File: src/rtl/uart_pkg.sv
// rtl/uart_pkg.sv - shared UART state encoding, bit-timing and parity helpers
package uart_pkg;

    typedef enum logic [2:0] {
        IDLE   = 3'd0,
        START  = 3'd1,
        DATA   = 3'd2,
        PARITY = 3'd3,
        STOP1  = 3'd4,
        STOP2  = 3'd5
    } uart_state_t;

    // One bit period is calc_cycle()+1 clocks, so both ends count 0..CYCLE.
    function automatic int calc_cycle(input int clk_fre, input int baud_rate);
        return (clk_fre * 1000000) / baud_rate;
    endfunction

    function automatic int calc_half(input int cycle);
        return cycle / 2;
    endfunction

    function automatic logic odd_parity(input logic [7:0] data);
        return ~^data;
    endfunction

endpackage

File: src/rtl/uart_rx_sync.sv
// rtl/uart_rx_sync.sv - rxd synchronizer, falling-edge detect and arming flag
module uart_rx_sync (
    input  logic clk,
    input  logic rst,
    input  logic rxd,
    output logic rxs,
    output logic fall
);

    logic sync_1;
    logic sync_2;
    logic prev;
    logic armed;

    always_ff @(posedge clk) begin
        if (!rst) begin
            sync_1 <= 1'b0;
            sync_2 <= 1'b0;
            prev   <= 1'b0;
            armed  <= 1'b0;
        end else begin
            sync_1 <= rxd;
            sync_2 <= sync_1;
            prev   <= sync_2;
            // A line stuck low since reset never arms, so it can never look like a start.
            armed  <= armed | sync_2;
        end
    end

    assign rxs  = sync_2;
    assign fall = armed & prev & ~sync_2;

endmodule

File: src/rtl/uart_rx_frame.sv
// rtl/uart_rx_frame.sv - UART frame receiver with optional odd parity and 1/2 stop bits
module uart_rx_frame
    import uart_pkg::*;
#(
    parameter int CLK_FRE   = 50,
    parameter int BAUD_RATE = 9600
) (
    input  logic       clk,
    input  logic       rst,
    input  logic       enable_ctrl,
    input  logic       odd_ctrl,
    input  logic       stop_ctrl,
    input  logic       rxd,
    output logic [7:0] rx_data,
    output logic       rx_valid,
    output logic       parity_err,
    output logic       frame_err,
    output logic       busy
);

    localparam int CYCLE = calc_cycle(CLK_FRE, BAUD_RATE);
    localparam int HALF  = calc_half(CYCLE);
    localparam int TW    = $clog2(CYCLE + 1);
    localparam logic [TW-1:0] CYCLE_T = TW'(CYCLE);
    localparam logic [TW-1:0] HALF_T  = TW'(HALF);

    uart_state_t   state;
    uart_state_t   next_state;
    logic [TW-1:0] timer;
    logic [2:0]    idx;
    logic [7:0]    shift;
    logic          odd_q;
    logic          stop2_q;
    logic          perr_q;
    logic          ferr_q;
    logic          rxs;
    logic          fall;
    logic          sample;
    logic          stop_low;
    logic          complete;

    uart_rx_sync u_sync (
        .clk  (clk),
        .rst  (rst),
        .rxd  (rxd),
        .rxs  (rxs),
        .fall (fall)
    );

    assign sample   = (timer == HALF_T);
    assign stop_low = sample && !rxs && (state == STOP1 || state == STOP2);
    assign busy     = (state != IDLE);

    always_comb begin
        next_state = state;
        complete   = 1'b0;
        case (state)
            IDLE:   if (fall && !enable_ctrl) next_state = START;
            START:  if (sample) next_state = rxs ? IDLE : DATA;
            DATA:   if (sample && idx == 3'd7) next_state = odd_q ? PARITY : STOP1;
            PARITY: if (sample) next_state = STOP1;
            STOP1: begin
                // With one stop bit, leave at mid-bit so drift toward the next start is absorbed.
                if (sample) begin
                    if (stop2_q) begin
                        next_state = STOP2;
                    end else begin
                        next_state = IDLE;
                        complete   = 1'b1;
                    end
                end
            end
            STOP2: begin
                if (sample) begin
                    next_state = IDLE;
                    complete   = 1'b1;
                end
            end
            default: next_state = IDLE;
        endcase
    end

    always_ff @(posedge clk) begin
        if (!rst) begin
            state      <= IDLE;
            timer      <= '0;
            idx        <= 3'd0;
            shift      <= 8'd0;
            odd_q      <= 1'b0;
            stop2_q    <= 1'b0;
            perr_q     <= 1'b0;
            ferr_q     <= 1'b0;
            rx_data    <= 8'd0;
            rx_valid   <= 1'b0;
            parity_err <= 1'b0;
            frame_err  <= 1'b0;
        end else begin
            state    <= next_state;
            rx_valid <= complete;

            if (state == IDLE || timer == CYCLE_T) timer <= '0;
            else                                   timer <= timer + 1'b1;

            if (state == IDLE && next_state == START) begin
                odd_q   <= odd_ctrl;
                stop2_q <= stop_ctrl;
                idx     <= 3'd0;
                perr_q  <= 1'b0;
                ferr_q  <= 1'b0;
            end

            if (state == DATA && sample) begin
                shift <= {rxs, shift[7:1]};
                idx   <= idx + 3'd1;
            end

            if (state == PARITY && sample) perr_q <= rxs ^ odd_parity(shift);
            if (stop_low)                  ferr_q <= 1'b1;

            if (complete) begin
                rx_data    <= shift;
                parity_err <= perr_q;
                frame_err  <= ferr_q | stop_low;
            end
        end
    end

endmodule

File: config.mk
export PLATFORM = sky130hd
export DESIGN_NAME = uart_rx_frame
export DESIGN_NICKNAME = d
export VERILOG_FILES = /design/src/rtl/uart_pkg.sv /design/src/rtl/uart_rx_sync.sv /design/src/rtl/uart_rx_frame.sv
export SDC_FILE = /design/constraint.sdc
export NUM_CORES = 1
export LEC_CHECK = 0
export CAP_MARGIN = 20
export CORE_ASPECT_RATIO = 1.4
export CORE_MARGIN = 4
export CORE_UTILIZATION = 63
export CTS_BUF_LIST = sky130_fd_sc_hd__clkbuf_8
export DETAILED_ROUTE_END_ITERATION = 10
export PLACE_DENSITY_LB_ADDON = 0.08
export SLEW_MARGIN = 20
export SYNTH_ARGS = -nofsm -noshare
export SYNTH_HDL_FRONTEND = slang
export SYNTH_HIERARCHICAL = 1
export SYNTH_SLANG_ARGS = --single-unit
File: constraint.sdc
create_clock -name clk -period 4.7 [get_ports clk]
set_input_delay 0.705 -clock clk [delete_from_list [all_inputs] [get_ports clk]]
set_output_delay 0.705 -clock clk [all_outputs]
set_load 0.02 [all_outputs]
After elaboration in Yosys (flattened, before gate mapping)
Cells that the tools add are included.
{ "word_totals": {"register_bits": 46, "out_inout_bits": 12} }
{ "classes": {"add_sub_neg": 2, "eq_ne": 9, "muxes": 19, "n_bitwise": 7, "n_reduce_logical": 18} }
{ "op_table": {"columns": ["op", "count"], "rows": [
  ["2-to-1 mux 3 bit", 10],
  ["case mux 3 bit (6 select lines)", 1],
  ["adder 13 x 1 -> 13 bit (second input constant)", 1],
  ["equality test 13 x 12 -> 1 bit (second input constant)", 1],
  ["equality test 13 bit (second input constant)", 1],
  ["equality test 3 bit (second input constant)", 3],
  ["XNOR reduction 8 bit", 1],
  ["logical AND 1 bit", 7],
  ["equality test 3 x 1 -> 1 bit (second input constant)", 2],
  ["equality test 3 x 2 -> 1 bit (second input constant)", 2],
  ["2-to-1 mux 1 bit", 6],
  ["nonzero test 2 bit", 3],
  ["adder 3 x 1 -> 3 bit (second input constant)", 1],
  ["logical NOT 3 bit", 1],
  ["nonzero test 3 bit", 1],
  ["AND 1 bit", 2],
  ["logical NOT 1 bit", 2],
  ["logical OR 1 bit", 2],
  ["2-to-1 mux 2 bit", 1],
  ["inverter 1 bit", 2],
  ["OR 1 bit", 2],
  ["case mux 1 bit (2 select lines)", 1],
  ["OR reduction 2 bit", 1],
  ["bitwise XOR 1 bit", 1]
]} }

Longest topological paths before layout
{ "logic_depth": {"word_depth": 9, "depth_mapped": 8, "depth_no_buf": 6} }

Hierarchy
Netlist, hierarchy kept.
{ "by_module_without_submodules": {"columns": ["mod", "instances", "cells_per_inst", "area_each_um2", "seq_area_each_um2"], "rows": [
  ["uart_rx_frame", 1, 208, 1895.6, 840.8],
  ["uart_rx_sync", 1, 9, 116.4, 80.1]
]} }

Worst setup path after synthesis
Ideal clock, no wire load.
{ "synth_timing": {"path_type": "register to register", "start": "register timer[0]", "end": "register state[1]", "setup_ns": 0.079, "t_arrival_ns": 1.855, "setup_slack_ns": 2.766, "path_stages_with_launch": 8, "path_cell_list": "dfxtp_1 -> inv_1 -> ha_1 -> nand4bb_1 -> or3_1 -> buf_2 -> or4b_4 -> a211oi_2"} }
{ "synth_between": {"elab_chain_cells": 4, "word_cells_on_any_way": 8, "classes_between": "1 x eq/ne; 6 x mux; 1 x reduce/logical"} }
{ "synth_lines": {"columns": ["item", "line", "source"], "rows": [
  ["start, declared", "uart_rx_frame.sv:29", "logic [TW-1:0] timer;"],
  ["start signal, assigned", "uart_rx_frame.sv:102", "else timer <= timer + 1'b1;"],
  ["equality test 13 x 12 -> 1 bit *", "uart_rx_frame.sv:50", "assign sample = (timer == HALF_T);"],
  ["logical AND 1 bit", "uart_rx_frame.sv:60", "DATA: if (sample && idx == 3'd7) next_state = odd_q ? PARITY : STOP1;"],
  ["2-to-1 mux 3 bit", "uart_rx_frame.sv:60", null],
  ["case mux 3 bit (6 select lines) *", "uart_rx_frame.sv:57", "case (state)"],
  ["end signal, assigned", "uart_rx_frame.sv:98", "state <= next_state;"],
  ["end, declared", "uart_rx_frame.sv:27", "uart_state_t state;"]
]} }
Mark *: on every way between the ends. The rest lies on a longest branch, timed or not.
A chain may end at the register's enable or synchronous reset.

==> run_results.csv <==
group,metric,value,unit
outcome,status,"finished clean",
synthesis,number_of_library_cell_types_mapped_by_synthesis,43,
clocking,cts.reportedPaths.clkPinSlew,0.08,ns
clocking,clock_tree_from_tritoncts,"done",
route,detailedRoute.firstIterationViolations,27,
global_route,global_route_wire_length_before_repair,6368,um
synthesis,synth-warning-count,6,
route,drt-vias-per-instance,5.830,
timing,worst_pin_slew,0.9378,ns
worst_setup_path,worst-endpoint-arrival,2.73,ns
worst_setup_path,crit_chain,"clkdlybuf4s50_1 > clkinv_1 > or3b_1 > o221ai_1",
floorplanning,horiz_die_dim,55.76,um
placement,dp_hpwl,2878,um
timing,worst_slew_margin_rel,37.20,%
global_route,first_global_vias,1456,
floorplanning,dieHeight,74.87,um
worst_setup_path,critical_path.top_delay_family,"buffers and inverters",
synthesis,postSynth.asyncResetShare,0,%
worst_hold_path,hold_class,"flop to flop",
clocking,root_buffer,"clkbuf_8",
pwr,cellPowerDensity,283.2,nW/um^2
placement,preCtsSetupSlack,1.860,ns
worst_setup_path,startpoint_type,"input port",
cells_and_area,finish.net_count,241,
global_route,grt_antenna_before_repair,0,
timing,hold_violations,0,
synthesis,syn_nets,227,
timing,max_freq,398.8,MHz
worst_setup_path,critical_path_peak_fanout,27,
worst_setup_path,critPathMaxStageDelay,0.65,ns
floorplanning,start_util,65.05,%
clocking,worstSkewPairLatency,0.30,ns
synthesis,ys_top_cells_by_area,"dfxtp_1 46%, mux2i_1 5.0%, a21oi_1 4.2%",
clocking,ctsHtreeMaxLevel,2,
route,route.detailed.drc,0,
placement,place_inst,263,
synthesis,synth.avg_cell_area,9.272,sq um
placement,place.port_buffers,17,
synthesis,syn-instance-count,217,
pwr,vdd.ir_drop.worst,235.7,uV
synthesis,yosysTopAreaCell,"dfxtp_1",
worst_setup_path,crit_path_slowest_cell,"clkdlybuf4s50_1",
floorplanning,coreArea,3093,sq um
clocking,cts_resized,0,
global_route,globalRoute.totalOverflow,0,
worst_setup_path,timing.setup.critical_path_class,"input port to flop",
cells_and_area,insertedDiodeCount,0,
worst_setup_path,worstSetupEndpointType,"flop",
pwr,leakagePower,0.7444,nW
floorplanning,io_pins,18,
clocking,clockBufferDepth,2,
synthesis,synth_top_cell_area_share,45.77,%
cells_and_area,num-fill-cells,231,
cells_and_area,area_growth_syn_to_layout,14.05,%
route,wl_per_cell,14.13,um
clocking,ctsHoldBuffers,0,
floorplanning,rows,24,
synthesis,synth_edf_count,0,
timing,final_max_slew_viol_count,0,
synthesis,synthFlopType,"dfxtp_1",
timing,rsz0062_at_grt,"no",
job,cap_viol_max_count,0,
worst_setup_path,critical_path_required,4.92,ns
synthesis,synth.ff_latch_count,46,
route,drt_wl_total,3830,um
timing,final_setup_skew,0.005475,ns
timing,setup_tns,0,ns
placement,globalplace.congestion,0.7654,
global_route,track_usage,19.82,%
timing,final.setup.worst_slack,2.193,ns
cells_and_area,regArea,920.9,sq um
synthesis,post_synth_instance_area,2012,sq um
cells_and_area,final_layout_size_suffix_gt1_share,6.466,%
route,detailroute.via_count,1580,
clocking,cts_num_sinks,46,
cells_and_area,final_cell_count_without_fillers,271,
timing,timing.final.crit_period,2.507,ns
clocking,tritoncts.num_buffers,5,
timing,setup_violations,0,
worst_setup_path,critPathBufInv,2,
floorplanning,die_area,4174,sq um
route,ant_nets,0,
clocking,postCtsSetupRepairBufs,0,
cells_and_area,footprint_of_the_multi_input_gates,1030,sq um
timing,period_share,53.35,%
route,drt_pass1_iterations,4,
synthesis,sequential_area_share_after_synthesis,45.77,%
global_route,grt_max_degree,28,
metrics by stage:
stage | hold slack, ns | util, % | power (W) | area [sq um]
2_1_floorplan | 0.4118 | - | 0.0004068 | 2012
3_3_place_gp | 0.4195 | 70.95 | 0.0004129 | 2195
3_5_place_dp | 0.4231 | 70.95 | 0.0004134 | 2195
4_1_cts | 0.4452 | 74.03 | 0.0006559 | 2290
5_1_grt | 0.4602 | 74.19 | 0.0006757 | 2295
6_report | 0.4413 | 74.19 | 0.0006499 | 2295
logic make-up after synthesis:
family	Yosys count	share of synthesized area [%]
muxes	10	4.975
and+or+nand+nor	89	25.93
xor gates and xnor gates	16	7.649
adders and majority gates	4	2.488
buffers and inverters	17	3.296
DFF	46	45.77
AOI/OAI and AO/OA	35	9.888
worst paths after layout:
path	to	cells after the start	slack [ns]	startpoint
hold reg to reg	u_sync/rxs	1	0.44	u_sync/sync_1
setup reg to reg	state[1]	6	2.40	timer[0]
setup / recovery	perr_q	4	2.19	rst
hold / removal	u_sync/rxs	1	0.44	u_sync/sync_1
per-layer routing:
| layer | part of all wire, % | up-vias | GRT usage (%) |
|---|---|---|---|
| met5 | 0 | - | 0 |
| met4 | 1.8 | 0 | 9.730 |
| met3 | 3.5 | 7 | 5.146 |
| met2 | 55 | 31 | 38.55 |
| met1 | 39 | 745 | 19.53 |
| li1 | - | 797 | - |
sequential cells by signal (all words and copies together), names as in the netlist, 3 cells and up:
register / cells
idx: 3
rx_data: 8
shift: 8
state: 3
timer: 13
cell usage in the layout (no fill, tap or decap), drive strengths merged, types with 3 or more instances in the layout:
| cell type | Yosys | layout |
|---|---|---|
| dfxtp | 46 | 46 |
| nor2 | 22 | 22 |
| a21oi | 17 | 17 |
| clkdlybuf4s50 | 0 | 17 |
| nand3 | 16 | 16 |
| o21ai | 11 | 11 |
| mux2i | 10 | 10 |
| nand2 | 10 | 10 |
| xor2 | 9 | 9 |
| xnor2 | 6 | 6 |
| clkbuf | 8 | 6 |
| inv | 5 | 5 |
| nand2b | 4 | 4 |
| nand3b | 4 | 4 |
| nand4 | 4 | 4 |
| ha | 4 | 4 |
| and2 | 4 | 4 |
| or3 | 3 | 3 |
| or3b | 3 | 3 |
| nand4bb | 3 | 3 |
| nor3 | 3 | 3 |
| nor4 | 3 | 3 |
cell type report:
class / instances / share of cell area, %
Timing Repair Buffer: 18 / 7.743
Clock inverter: 2 / 0.5453
Tap cell: 39 / 2.127
Inverter: 6 / 0.9815
Sequential cell: 46 / 40.13
Multi-Input combinational cell: 154 / 44.87
Clock buffer: 6 / 3.599
cells in the mapped netlist, types with 3 or more instances:
cell      count
mux2i_1      10
clkbuf_1      8
nor3_1        3
nand3b_1      4
xor2_1        9
ha_1          4
nand2_1      10
o21ai_1      10
and2_1        3
or3_1         3
nand3_1      16
a21oi_1      17
nand4_1       4
inv_1         5
dfxtp_1      46
xnor2_1       6
nand2b_1      4
or3b_1        3
nor2_1       22
worst reg2reg max path: cells and delay by family (launching register included):
kind	cells	cell delay (ns)
buffers and inverters	1	0.06
AOI/OAI and AO/OA	1	0.19
adders and majority gates	1	0.15
DFF	1	0.34
and+or+nand+nor	3	1.48
power by group:
part	total [W]	internal (W)	leakage (nW)	switching, W
combinational	0.0000120	0.00000588	0.326	0.00000611
clock	0.000246	0.000118	0.0472	0.000128
sequential	0.000392	0.000391	0.371	0.00000121
total	0.000650	0.000515	0.744	0.000135
No activity file was read; power rests on OpenSTA's default activity.
